File: src/rtl/uart_tx_pkg.sv
// Shared types and output-mux select encodings for the UART transmit path.
package uart_tx_pkg;

  typedef enum logic [2:0] {
    IDLE   = 3'd0,
    START  = 3'd1,
    DATA   = 3'd2,
    PARITY = 3'd3,
    STOP   = 3'd4
  } tx_state_t;

  localparam logic [1:0] SEL_START = 2'b00;
  localparam logic [1:0] SEL_STOP  = 2'b01;
  localparam logic [1:0] SEL_DATA  = 2'b10;
  localparam logic [1:0] SEL_PAR   = 2'b11;

endpackage

File: src/rtl/uart_tx_ctrl.sv
// UART transmit frame sequencer: start, data, optional parity and stop phases,
// each one Baud_Tick long, with back-to-back acceptance on the stop tick.
module uart_tx_ctrl
  import uart_tx_pkg::*;
#(
  parameter int DATA_WIDTH = 8
) (
  input  logic       CLK,
  input  logic       RST,
  input  logic       Baud_Tick,
  input  logic       Data_Valid,
  input  logic       PAR_EN,
  output logic       Ready,
  output logic       Data_Load,
  output logic       Ser_En,
  output logic [1:0] Mux_Sel,
  output logic       Busy,
  output logic       Frame_Done
);

  localparam int CNT_W = $clog2(DATA_WIDTH);
  localparam logic [CNT_W-1:0] CNT_LAST = CNT_W'(DATA_WIDTH - 1);

  tx_state_t        state_r, next_state_s;
  logic [CNT_W-1:0] bit_cnt_r, bit_cnt_nxt_s;
  logic             par_en_r, par_en_nxt_s;
  logic             load_s;

  // State, bit counter and latched parity enable
  always_ff @(posedge CLK or negedge RST) begin
    if (!RST) begin
      state_r   <= IDLE;
      bit_cnt_r <= '0;
      par_en_r  <= 1'b0;
    end else begin
      state_r   <= next_state_s;
      bit_cnt_r <= bit_cnt_nxt_s;
      par_en_r  <= par_en_nxt_s;
    end
  end

  // Acceptance qualifier; held off while reset is asserted
  always_comb begin
    load_s = 1'b0;
    if (RST && Baud_Tick && Data_Valid && (state_r == IDLE || state_r == STOP)) begin
      load_s = 1'b1;
    end else begin
      load_s = 1'b0;
    end
  end

  // Next-state, counter and parity-latch logic
  always_comb begin
    next_state_s  = state_r;
    bit_cnt_nxt_s = bit_cnt_r;
    par_en_nxt_s  = par_en_r;
    case (state_r)
      IDLE: begin
        if (load_s) begin
          next_state_s = START;
          par_en_nxt_s = PAR_EN;
        end else begin
          next_state_s = IDLE;
        end
      end
      START: begin
        if (Baud_Tick) begin
          next_state_s  = DATA;
          bit_cnt_nxt_s = '0;
        end else begin
          next_state_s = START;
        end
      end
      DATA: begin
        // Counter holds on the last bit so it never wraps inside a frame
        if (Baud_Tick && bit_cnt_r == CNT_LAST) begin
          next_state_s = par_en_r ? PARITY : STOP;
        end else if (Baud_Tick) begin
          bit_cnt_nxt_s = bit_cnt_r + CNT_W'(1);
        end else begin
          next_state_s = DATA;
        end
      end
      PARITY: begin
        if (Baud_Tick) begin
          next_state_s = STOP;
        end else begin
          next_state_s = PARITY;
        end
      end
      STOP: begin
        if (load_s) begin
          next_state_s = START;
          par_en_nxt_s = PAR_EN;
        end else if (Baud_Tick) begin
          next_state_s = IDLE;
        end else begin
          next_state_s = STOP;
        end
      end
      default: begin
        next_state_s  = IDLE;
        bit_cnt_nxt_s = '0;
        par_en_nxt_s  = 1'b0;
      end
    endcase
  end

  // Output decode: Moore on Mux_Sel/Busy, tick-qualified strobes
  always_comb begin
    Mux_Sel    = SEL_STOP;
    Busy       = 1'b0;
    Ready      = 1'b0;
    Data_Load  = load_s;
    Ser_En     = 1'b0;
    Frame_Done = 1'b0;
    case (state_r)
      IDLE: begin
        Mux_Sel = SEL_STOP;
        Ready   = RST & Baud_Tick;
      end
      START: begin
        Mux_Sel = SEL_START;
        Busy    = 1'b1;
      end
      DATA: begin
        Mux_Sel = SEL_DATA;
        Busy    = 1'b1;
        Ser_En  = RST & Baud_Tick;
      end
      PARITY: begin
        Mux_Sel = SEL_PAR;
        Busy    = 1'b1;
      end
      STOP: begin
        Mux_Sel    = SEL_STOP;
        Busy       = 1'b1;
        Ready      = RST & Baud_Tick;
        Frame_Done = RST & Baud_Tick;
      end
      default: begin
        Mux_Sel = SEL_STOP;
        Busy    = 1'b0;
      end
    endcase
  end

endmodule

File: config.mk
export PLATFORM = sky130hd
export DESIGN_NAME = uart_tx_ctrl
export DESIGN_NICKNAME = d
export VERILOG_FILES = /design/src/rtl/uart_tx_pkg.sv /design/src/rtl/uart_tx_ctrl.sv
export SDC_FILE = /design/constraint.sdc
export NUM_CORES = 1
export LEC_CHECK = 0
export ABC_CLOCK_PERIOD_IN_PS = 3750
export BUFFER_PORTS_ARGS = -buffer_cell sky130_fd_sc_hd__clkbuf_2
export CORE_AREA = 2 2 39 41
export CTS_CLUSTER_DIAMETER = 120
export DETAILED_ROUTE_END_ITERATION = 12
export DIE_AREA = 0 0 41 43
export GPL_TIMING_DRIVEN = 0
export PLACE_DENSITY_LB_ADDON = 0.1
export RECOVER_POWER = 50
export SETUP_SLACK_MARGIN = 0.05
export SYNTH_ARGS = -nofsm -noshare
export SYNTH_HDL_FRONTEND = slang
export SYNTH_SLANG_ARGS = --single-unit
File: constraint.sdc
create_clock -name CLK -period 3.75 [get_ports CLK]
set_clock_uncertainty 0.05 [all_clocks]
set_input_delay 0.75 -clock CLK [delete_from_list [all_inputs] [get_ports CLK]]
set_output_delay 0.75 -clock CLK [all_outputs]
set_load 0.01 [all_outputs]
==> out/metrics.csv, run 1 <==
metric,value,unit
coreArea,0.00138,mm2
syn_inst,47,
end_kind,primary output,
cap_violations,0,
ios,12,
syn-cell-area,470,um2
fin_crit,2.43,ns
finalSetupViolCount,0,
yosys.area_share.simple,0.234,
routed_wl,869,um
finalHoldViolCount,0,
setup-tns-final,0,ns
synthTopCellsByArea,"dfrtp_1 37%, mux2i_1 8.5%, ha_1 5.3%, a21oi_4 3.5%, o21ai_0 3.2%",
drtIter0Drc,2,
yosys_warnings,0,
hold_class,in2async,
vias,369,
yosysUniqueCellTypes,29,
avgViaCountPerCell,4.73,
grt_max_degree,11,
initial_utilization,0.340,
synth_xor_area_frac,0.0372,
fillers,144,
cts-resized-gates,0,
syn_to_final_growth,21.3,%
drc,0,
syn_nets,54,
synthMuxAreaShare,0.117,
maxClockFrequency,0.412,GHz
ys_seq_area_frac,0.372,
grt_pass1_vias,358,
std_cell_rows,14,
die_area,0.00176,mm2
fin_crit_sh,0.648,
synth_top_area_cell,dfrtp_1,
io_buffer_count,11,
rsz0062_at_grt,false,
numCtsBuffers,3,
wire_per_inst,11.1,um
synth_top_cell_area_share,0.372,
cts.sinks,7,
setup.worst_path.class,in2out,
globalplace.congestion,0.641,
crit_fanout,10,
tritoncts,done,
power_density,613,mW/mm2
ys_ff_latch,7,
die_h,43,um
cts_root_buf,clkbuf_4,
antenna_left,0,
synth_fa_ha_area_frac,0.0532,
status,"finished, final reports clean",
synth.avg_cell_area,10.0,um2
tightest_slew,0.505,ns
grt_util_all_layers,0.127,
grt_pass1_wl,1.48,mm
dr.pass1.iters,2,
clkTransAtPathRegs,0.05,ns
clk_latency,0.25,ns
cts_max_path_buffers,2,
final_util,0.412,
antenna_found_initial,0,
slew_headroom,0.663,
synth_top_family_by_area,simple AND/OR/NAND/NOR gates,
required,2.95,ns
layout.nets,70,
worst_ep_arrival_time,1.63,ns
holdWs,0.384,ns
synth-compound-area-share,0.106,
ff2ff_path_depth,5,
p_total,0.000350,W
grt_overflow_total,0,
die_w,41,um
antenna_cells,0,
finalMaxSlewViolations,0,
start_kind,primary input,
ctsHoldBuffers,0,
layout-drive-gt1-share,0.323,
cts_max_level,1,
ir_worst_vdd,0.270,mV
p_leak,0.309,nW
cts_setup_buffers,0,
## critical path: stages
cell and delay (ns):
clkbuf_1 0.39, and3_1 0.25, and2_1 0.12, clkbuf_2 0.12
## sequential cells by signal, indices dropped and copies added, names as in the netlist
name and flops:
state_r 3, par_en_r 1, bit_cnt_r 3
## cell type report
type	instances	area, um2	area share
Multi-Input combinational cell	33	258	0.452
Sequential cell	7	175	0.307
Timing Repair Buffer	11	53.8	0.0943
Clock buffer	4	26.3	0.0461
Inverter	5	21.3	0.0373
Tap cell	16	20.0	0.0351
Buffer	2	16.3	0.0285
## cells in the mapped netlist
library cell and count:
nor3b_1 1, xor2_1 1, nor2_2 1, buf_6 1
mux2i_1 4, nor4bb_1 1, or2_1 1, buf_2 1
nand2_1 3, a21oi_4 1, and2_1 1, nand3b_1 1
nor3_1 1, nor2b_1 1, dfrtp_1 7, nand4_1 1
and3_1 2, and4b_1 1, inv_4 1, o21ai_0 3
ha_1 2, a21o_1 1, nand2b_1 1, o22ai_1 1
inv_1 4, xnor2_1 1, mux2_4 1, nand2b_2 1
o21ai_1 1
## placed cells by master, fill, tap and decap left out, drive strengths merged
cell / count
and4b: 1
buf: 2
nor3: 1
xor2: 1
nand2: 3
inv: 5
nand2b: 2
mux2i: 4
dfrtp: 7
nor2b: 1
ha: 2
and2: 1
nand3b: 1
o21ai: 4
o22ai: 1
or2: 1
nor3b: 1
nor2: 1
nand4: 1
xnor2: 1
mux2: 1
and3: 2
a21o: 1
nor4bb: 1
clkbuf: 15
a21oi: 1
## stage by stage
step | area [um2] | setup slack, ns | cells
2_1_floorplan | 470 | 1.82 | 47
3_3_place_gp | 546 | 1.51 | 74
3_5_place_dp | 546 | 1.51 | 74
4_1_cts | 572 | 1.47 | 78
5_1_grt | 571 | 1.16 | 78
6_report | 571 | 1.32 | 78
## cell families (layout without fill, tap and decap cells)
| logic type | count (synthesis) | in the layout |
|---|---|---|
| compound gates | 7 | 7 |
| xor+xnor | 2 | 2 |
| fa+ha+maj | 2 | 2 |
| buf+inv | 7 | 22 |
| flops | 7 | 7 |
| mux | 5 | 5 |
| simple gates | 17 | 17 |
## worst paths after layout
kind	startpoint	to	slack [ns]
max	RST	Frame_Done	1.32
min in group CLK	bit_cnt_r[1]	bit_cnt_r[1]	0.48
max reg2reg	bit_cnt_r[0]	bit_cnt_r[0]	2.02
min	RST	state_r[2]	0.38
max in group asynchronous	RST	par_en_r	2.93
min reg2reg	bit_cnt_r[1]	bit_cnt_r[1]	0.48
## power by group
group          internal (W)   total, W  switching [W]  leakage, nW
sequential        0.0000992   0.000122      0.0000232       0.0923
combinational     0.0000739   0.000157      0.0000834        0.201
clock             0.0000407  0.0000703      0.0000296       0.0150
total              0.000214   0.000350       0.000136        0.309
## metal layers
layer	part of all wire	track usage	up-vias	wire length [um]
met4	0.013	0.0800	0	11
met2	0.42	0.163	12	364
met5	0	0	-	0
li1	-	-	194	-
met3	0.072	0.0471	2	63
met1	0.49	0.172	161	430
Note: power is estimated with default switching activity, not from simulation.
==> run 2: changes to the inputs <==
--- a/config.mk
+++ b/config.mk
@@ -5,7 +5,8 @@
 export SDC_FILE = /design/constraint.sdc
 export NUM_CORES = 1
 export LEC_CHECK = 0
-export ABC_CLOCK_PERIOD_IN_PS = 3750
+export ABC_AREA = 1
+export ABC_CLOCK_PERIOD_IN_PS = 2400
 export BUFFER_PORTS_ARGS = -buffer_cell sky130_fd_sc_hd__clkbuf_2
 export CORE_AREA = 2 2 39 41
 export CTS_CLUSTER_DIAMETER = 120
==> constraint.sdc (replaced) <==
create_clock -name CLK -period 2.4 [get_ports CLK]
set_clock_uncertainty 0.05 [all_clocks]
set_input_delay 0.48 -clock CLK [delete_from_list [all_inputs] [get_ports CLK]]
set_output_delay 0.48 -clock CLK [all_outputs]
set_load 0.01 [all_outputs]
==> out/metrics.csv, run 2 <==
metric,value,unit,change
grt_max_degree,11,,unchanged
tightest_slew,0.474,ns,-0.0317 ns
async_flop_share,1.00,,unchanged
fin_crit_sh,0.793,,
hold_class,in2async,,
vias,455,,+23%
cts.sinks,7,,unchanged
setup.worst_path.class,in2out,,
initial_utilization,0.335,,-0.00452
fillers,156,,+8.3%
p_total,0.000568,W,+62%
status,"finished, final reports clean",,
die_area,0.00176,mm2,unchanged
syn_nets,69,,+28%
start_kind,primary input,,
fin_crit,1.90,ns,
grt_util_all_layers,0.168,,+0.0410
clk_latency,0.26,ns,about the same
synth_edf_count,0,,unchanged
finalHoldViolCount,0,,unchanged
clkTransAtPathRegs,0.06,ns,about the same
grt_pass1_wl,1.89,mm,+27%
crit_fanout,9,,-1
synth_ff_type,dfrtp_1,,
critPathSlowestCell,clkbuf_1,,
place_inst,89,,+20%
std_cell_rows,14,,unchanged
wire_per_inst,11.3,um,+1.1%
multi_input_area,256,um2,-0.49%
coreArea,0.00138,mm2,unchanged
die_h,43,um,unchanged
dpl.hpwl,828,um,
layout-drive-gt1-share,0.325,,+0.00209
numCtsBuffers,3,,unchanged
power_density,1010,mW/mm2,+65%
syn_inst,62,,+32%
io_buffer_count,11,,unchanged
final_area,562,um2,-1.5%
dpl_cell_area,539,um2,-1.1%
ys_seq_area_frac,0.377,,+0.00502
synth.avg_cell_area,7.49,um2,-25%
cts_max_path_buffers,2,,unchanged
routed_wl,1.05,mm,+21%
synthTopCellsByArea,"dfrtp_1 38%, nand2_1 14%, nand3_2 6.5%, ha_1 5.4%, nor2_1 4.9%",,
reg_top3,"bit_cnt_r x3, state_r x3, par_en_r x1",,
slowest_delay,0.36,ns,-0.03 ns
avgViaCountPerCell,4.89,,+3.4%
fin_cells,93,,+19%
timing.critical_path.buf_inv,2,,unchanged
cts_setup_buffers,0,,unchanged
worst_ep_arrival_time,1.37,ns,-0.26 ns
setup-tns-final,0,ns,unchanged
crit_family,buffers and inverters,,
yosysUniqueCellTypes,17,,-41%
slew_headroom,0.684,,+0.0211
crit_chain,"clkbuf_1, nand3_1, nor2_1, clkbuf_2",,
die_w,41,um,unchanged
synth_top_cell_area_share,0.377,,+0.00502
yosysMostFrequentCell,nand2_1,,
rsz0062_at_grt,false,,
finalMaxSlewViolations,0,,unchanged
antenna_left,0,,unchanged
required,1.87,ns,-1.08 ns
final_util,0.406,,-0.00633
synthTopCellsByCount,"17 x nand2_1, 7 x dfrtp_1, 6 x nor2_1, 5 x inv_2",,
drtIter0Drc,8,,+6
final_cell_mix,"17 x nand2_1, 10 x clkbuf_2, 7 x nor2_1, 7 x dfrtp_1, 5 x inv_2",,
dr.pass1.iters,4,,+2
cts-resized-gates,0,,unchanged
ir_worst_vdd,0.310,mV,+15%
tritoncts,done,,
layout.nets,85,,+21%
finalSetupViolCount,0,,unchanged
antenna_found_initial,0,,unchanged
ys_ff_latch,7,,unchanged
ios,12,,unchanged
grt_overflow_total,0,,unchanged
cap_violations,0,,unchanged
yosys_warnings,0,,unchanged
drc,0,,unchanged
maxClockFrequency,0.525,GHz,
ctsHoldBuffers,0,,unchanged
syn_to_final_growth,21.0,%,
p_leak,0.299,nW,-3.2%
cts_root_buf,clkbuf_4,,
layout_commonest_cell,nand2_1,,
antenna_cells,0,,unchanged
globalplace.congestion,0.789,,+23%
synth_top_area_cell,dfrtp_1,,
cts_max_level,1,,unchanged
end_kind,primary output,,
syn-cell-area,464,um2,-1.3%
grt_pass1_vias,413,,+15%
ff_latch_area,175,um2,unchanged
## run 2: cell types whose count changed after synthesis, moves of 4 or more
cell     change
inv_2        +5
nand2_1     +14
mux2i_1      -4
nor2_1       +6
nand3_1      +4
## run 2: path summary, 6_finish.rpt
check                                  start           end  slack (ns)  cells after the start
worst max register to register  bit_cnt_r[0]  bit_cnt_r[0]        0.97                      8
max in group asynchronous                RST    state_r[1]        1.88                      1
worst max-delay path                     RST     Data_Load        0.50                      4
worst min register to register  bit_cnt_r[1]  bit_cnt_r[1]        0.43                      2
worst min-delay path                     RST    state_r[0]        0.09                      1
min in group CLK                      PAR_EN      par_en_r        0.40                      3
## run 2: area by class of cell
type / instances / area share
inverter: 6 / 0.0401
timing repair buffer: 11 / 0.0958
clock buffer: 4 / 0.0468
tap: 16 / 0.0356
sequential: 7 / 0.312
buffer: 1 / 0.0134
multi-input combinational: 48 / 0.457
## run 2: power by group
part / total [W] / internal (W) / switching [W] / leakage [nW]
combinational: 0.000262 / 0.0000973 / 0.000165 / 0.190
sequential: 0.000191 / 0.000157 / 0.0000334 / 0.0935
clock: 0.000115 / 0.0000639 / 0.0000507 / 0.0150
total: 0.000568 / 0.000319 / 0.000249 / 0.299
## run 2: per-stage QoR
| step | setup WS (ns) | hold WS [ns] |
|---|---|---|
| after floorplan | 0.967 | 0.134 |
| after global placement | 0.710 | 0.299 |
| after detailed placement | 0.695 | 0.303 |
| after CTS | 0.544 | 0.0177 |
| after global routing | 0.272 | 0.136 |
| final | 0.496 | 0.0946 |
## run 2: metal layers
metal | GRT usage | wire (um) | vias to the layer above
met5 | 0 | 0 | -
met3 | 0.0628 | 50 | 4
met4 | 0.120 | 25 | 0
met1 | 0.223 | 507 | 201
li1 | - | - | 236
met2 | 0.213 | 464 | 14
## run 2: logic make-up after synthesis
family / after synthesis / synth area share
AO/OA/AOI/OAI: 7 / 0.0809
flip-flops: 7 / 0.377
adder cells (fa/ha/maj): 2 / 0.0539
buffers and inverters: 7 / 0.0647
AND/OR/NAND/NOR: 39 / 0.423
==> run 3: changes to the inputs <==
--- a/config.mk
+++ b/config.mk
@@ -6,7 +6,7 @@
 export NUM_CORES = 1
 export LEC_CHECK = 0
 export ABC_AREA = 1
-export ABC_CLOCK_PERIOD_IN_PS = 2400
+export ABC_CLOCK_PERIOD_IN_PS = 1800
 export BUFFER_PORTS_ARGS = -buffer_cell sky130_fd_sc_hd__clkbuf_2
 export CORE_AREA = 2 2 39 41
 export CTS_CLUSTER_DIAMETER = 120
==> constraint.sdc (replaced) <==
create_clock -name CLK -period 1.8 [get_ports CLK]
set_clock_uncertainty 0.05 [all_clocks]
set_input_delay 0.36 -clock CLK [delete_from_list [all_inputs] [get_ports CLK]]
set_output_delay 0.36 -clock CLK [all_outputs]
set_load 0.01 [all_outputs]
==> out/metrics.csv, run 3 (synthesis results as in run 2) <==
metric,value,unit,change
status,"finished, final reports clean",,
post-place-ws,0.335,ns,-0.360 ns
cts_max_path_buffers,2,,unchanged
worstHoldStart,PAR_EN,,
die_h,43,um,unchanged
avgViaCountPerCell,4.74,,-3.1%
die_w,41,um,unchanged
critPathSlowestCell,dfrtp_2,,
numCtsBuffers,3,,unchanged
std_cell_rows,14,,unchanged
ios,12,,unchanged
reg_top3,"bit_cnt_r x3, state_r x3, par_en_r x1",,
start_kind,flip-flop,,
tritoncts,done,,
final_area,606,um2,+7.8%
vias,460,,+1.1%
final_cell_mix,"17 x nand2_1, 9 x clkbuf_2, 6 x nor2_1, 6 x dfrtp_1",,
layout_commonest_cell,nand2_1,,
reg2reg_slack,0.37,ns,-0.60 ns
min_path_cells,3,,
tightest_slew,0.336,ns,-0.137 ns
grt_max_degree,11,,unchanged
cts_root_buf,clkbuf_4,,
grt_util_all_layers,0.172,,+0.00404
finalMaxSlewViolations,0,,unchanged
routed_wl,1.11,mm,+5.7%
drc,0,,unchanged
cts.sinks,7,,unchanged
crit_family,flip-flops,,
antenna_left,0,,unchanged
reg2reg_to,bit_cnt_r[2],,
layout-drive-gt1-share,0.383,,+0.0580
antenna_cells,0,,unchanged
syn_to_final_growth,30.5,%,
end_kind,primary output,,
setup-tns-final,0,ns,unchanged
grt_overflow_total,0,,unchanged
p_total,0.000801,W,+41%
slowest_delay,0.45,ns,+0.09 ns
ff2ff_path_depth,8,,unchanged
cpMostUsedCell,inv_2,,
final_util,0.438,,+0.0316
fin_crit_sh,0.937,,
clkTransAtPathRegs,0.06,ns,about the same
worst_ep_arrival_time,1.28,ns,-0.09 ns
ir_worst_vdd,0.428,mV,+38%
cap_violations,0,,unchanged
grt_pass1_wl,1.95,mm,+2.9%
crit_fanout,6,,-3
crit_chain,"inv_2, nand3_2, inv_2, nor2_2, nand3_1, clkbuf_2",,
antenna_found_initial,0,,unchanged
hold_class,in2reg,,
grt_pass1_vias,419,,+1.5%
io_buffer_count,11,,unchanged
timing.critical_path.buf_inv,3,,+1
wire_per_inst,11.4,um,+1.4%
layout.nets,89,,+4.7%
globalplace.congestion,0.789,,unchanged
hold_path_end,par_en_r,,
die_area,0.00176,mm2,unchanged
finalHoldViolCount,0,,unchanged
setup.worst_path.class,reg2out,,
dpl_cell_area,539,um2,unchanged
coreArea,0.00138,mm2,unchanged
p_leak,0.320,nW,+7.2%
timing.final.ws_setup,0.114,ns,-0.382 ns
rsz0062_at_grt,true,,
required,1.39,ns,-0.48 ns
clk_latency,0.26,ns,about the same
cts_max_level,1,,unchanged
finalSetupViolCount,0,,unchanged
dr.pass1.iters,4,,unchanged
fin_crit,1.69,ns,
maxClockFrequency,0.593,GHz,
rr_startpoint,bit_cnt_r[0],,
power_density,1320,mW/mm2,+31%
drtIter0Drc,14,,+6
initial_utilization,0.335,,unchanged
dpl.hpwl,828,um,unchanged
slew_headroom,0.775,,+0.0909
-- run 3: tightest hold or removal path, stage by stage --
cell and delay (ns):
clkbuf_2 0.08, nand2_1 0.05, o21ai_1 0.06
-- run 3: per-stage QoR --
step / instances / hold WS [ns]
floorplan: 62 / 0.0144
global route: 97 / 0.302
global placement: 89 / 0.179
CTS: 94 / 0.264
detailed placement: 89 / 0.183
finish: 97 / 0.274
-- run 3: layout make-up --
class                      count  area, um2
clock buffer                   4       26.3
fill                         155        778
inverter                       6       25.0
sequential                     7        176
buffer                         1       7.51
timing repair buffer          15       86.3
tap                           16       20.0
multi-input combinational     48        264
-- run 3: per-layer routing --
| metal | GRT usage | vias to the layer above | wire length (um) |
|---|---|---|---|
| met4 | 0.120 | 0 | 25 |
| met5 | 0 | - | 0 |
| met2 | 0.213 | 13 | 496 |
| li1 | - | 243 | - |
| met3 | 0.0628 | 4 | 48 |
| met1 | 0.236 | 200 | 537 |
-- run 3: how the worst max path moves through the flow --
stage	from	to	slack [ns]	cells after the start
floorplan	state_r[2]	Busy	0.49	5
finish	state_r[2]	Busy	0.11	6
CTS	state_r[2]	Busy	0.06	4
detailed placement	RST	Data_Load	0.33	4
global placement	RST	Data_Load	0.35	4
global route	state_r[1]	Frame_Done	0.02	6
-- run 3: what timing repair did --
item	CTS	global route
buffers inserted	0	3
setup endpoints to repair	0	3
hold buffers	1	0
gates resized for setup	0	4
hold endpoints to repair	7	0
-- run 3: report_power, final --
part	internal [W]	switching (W)	leakage [nW]
Combinational	0.000159	0.000230	0.214
Sequential	0.000211	0.0000479	0.0919
Clock	0.0000853	0.0000678	0.0150
Total	0.000455	0.000346	0.320
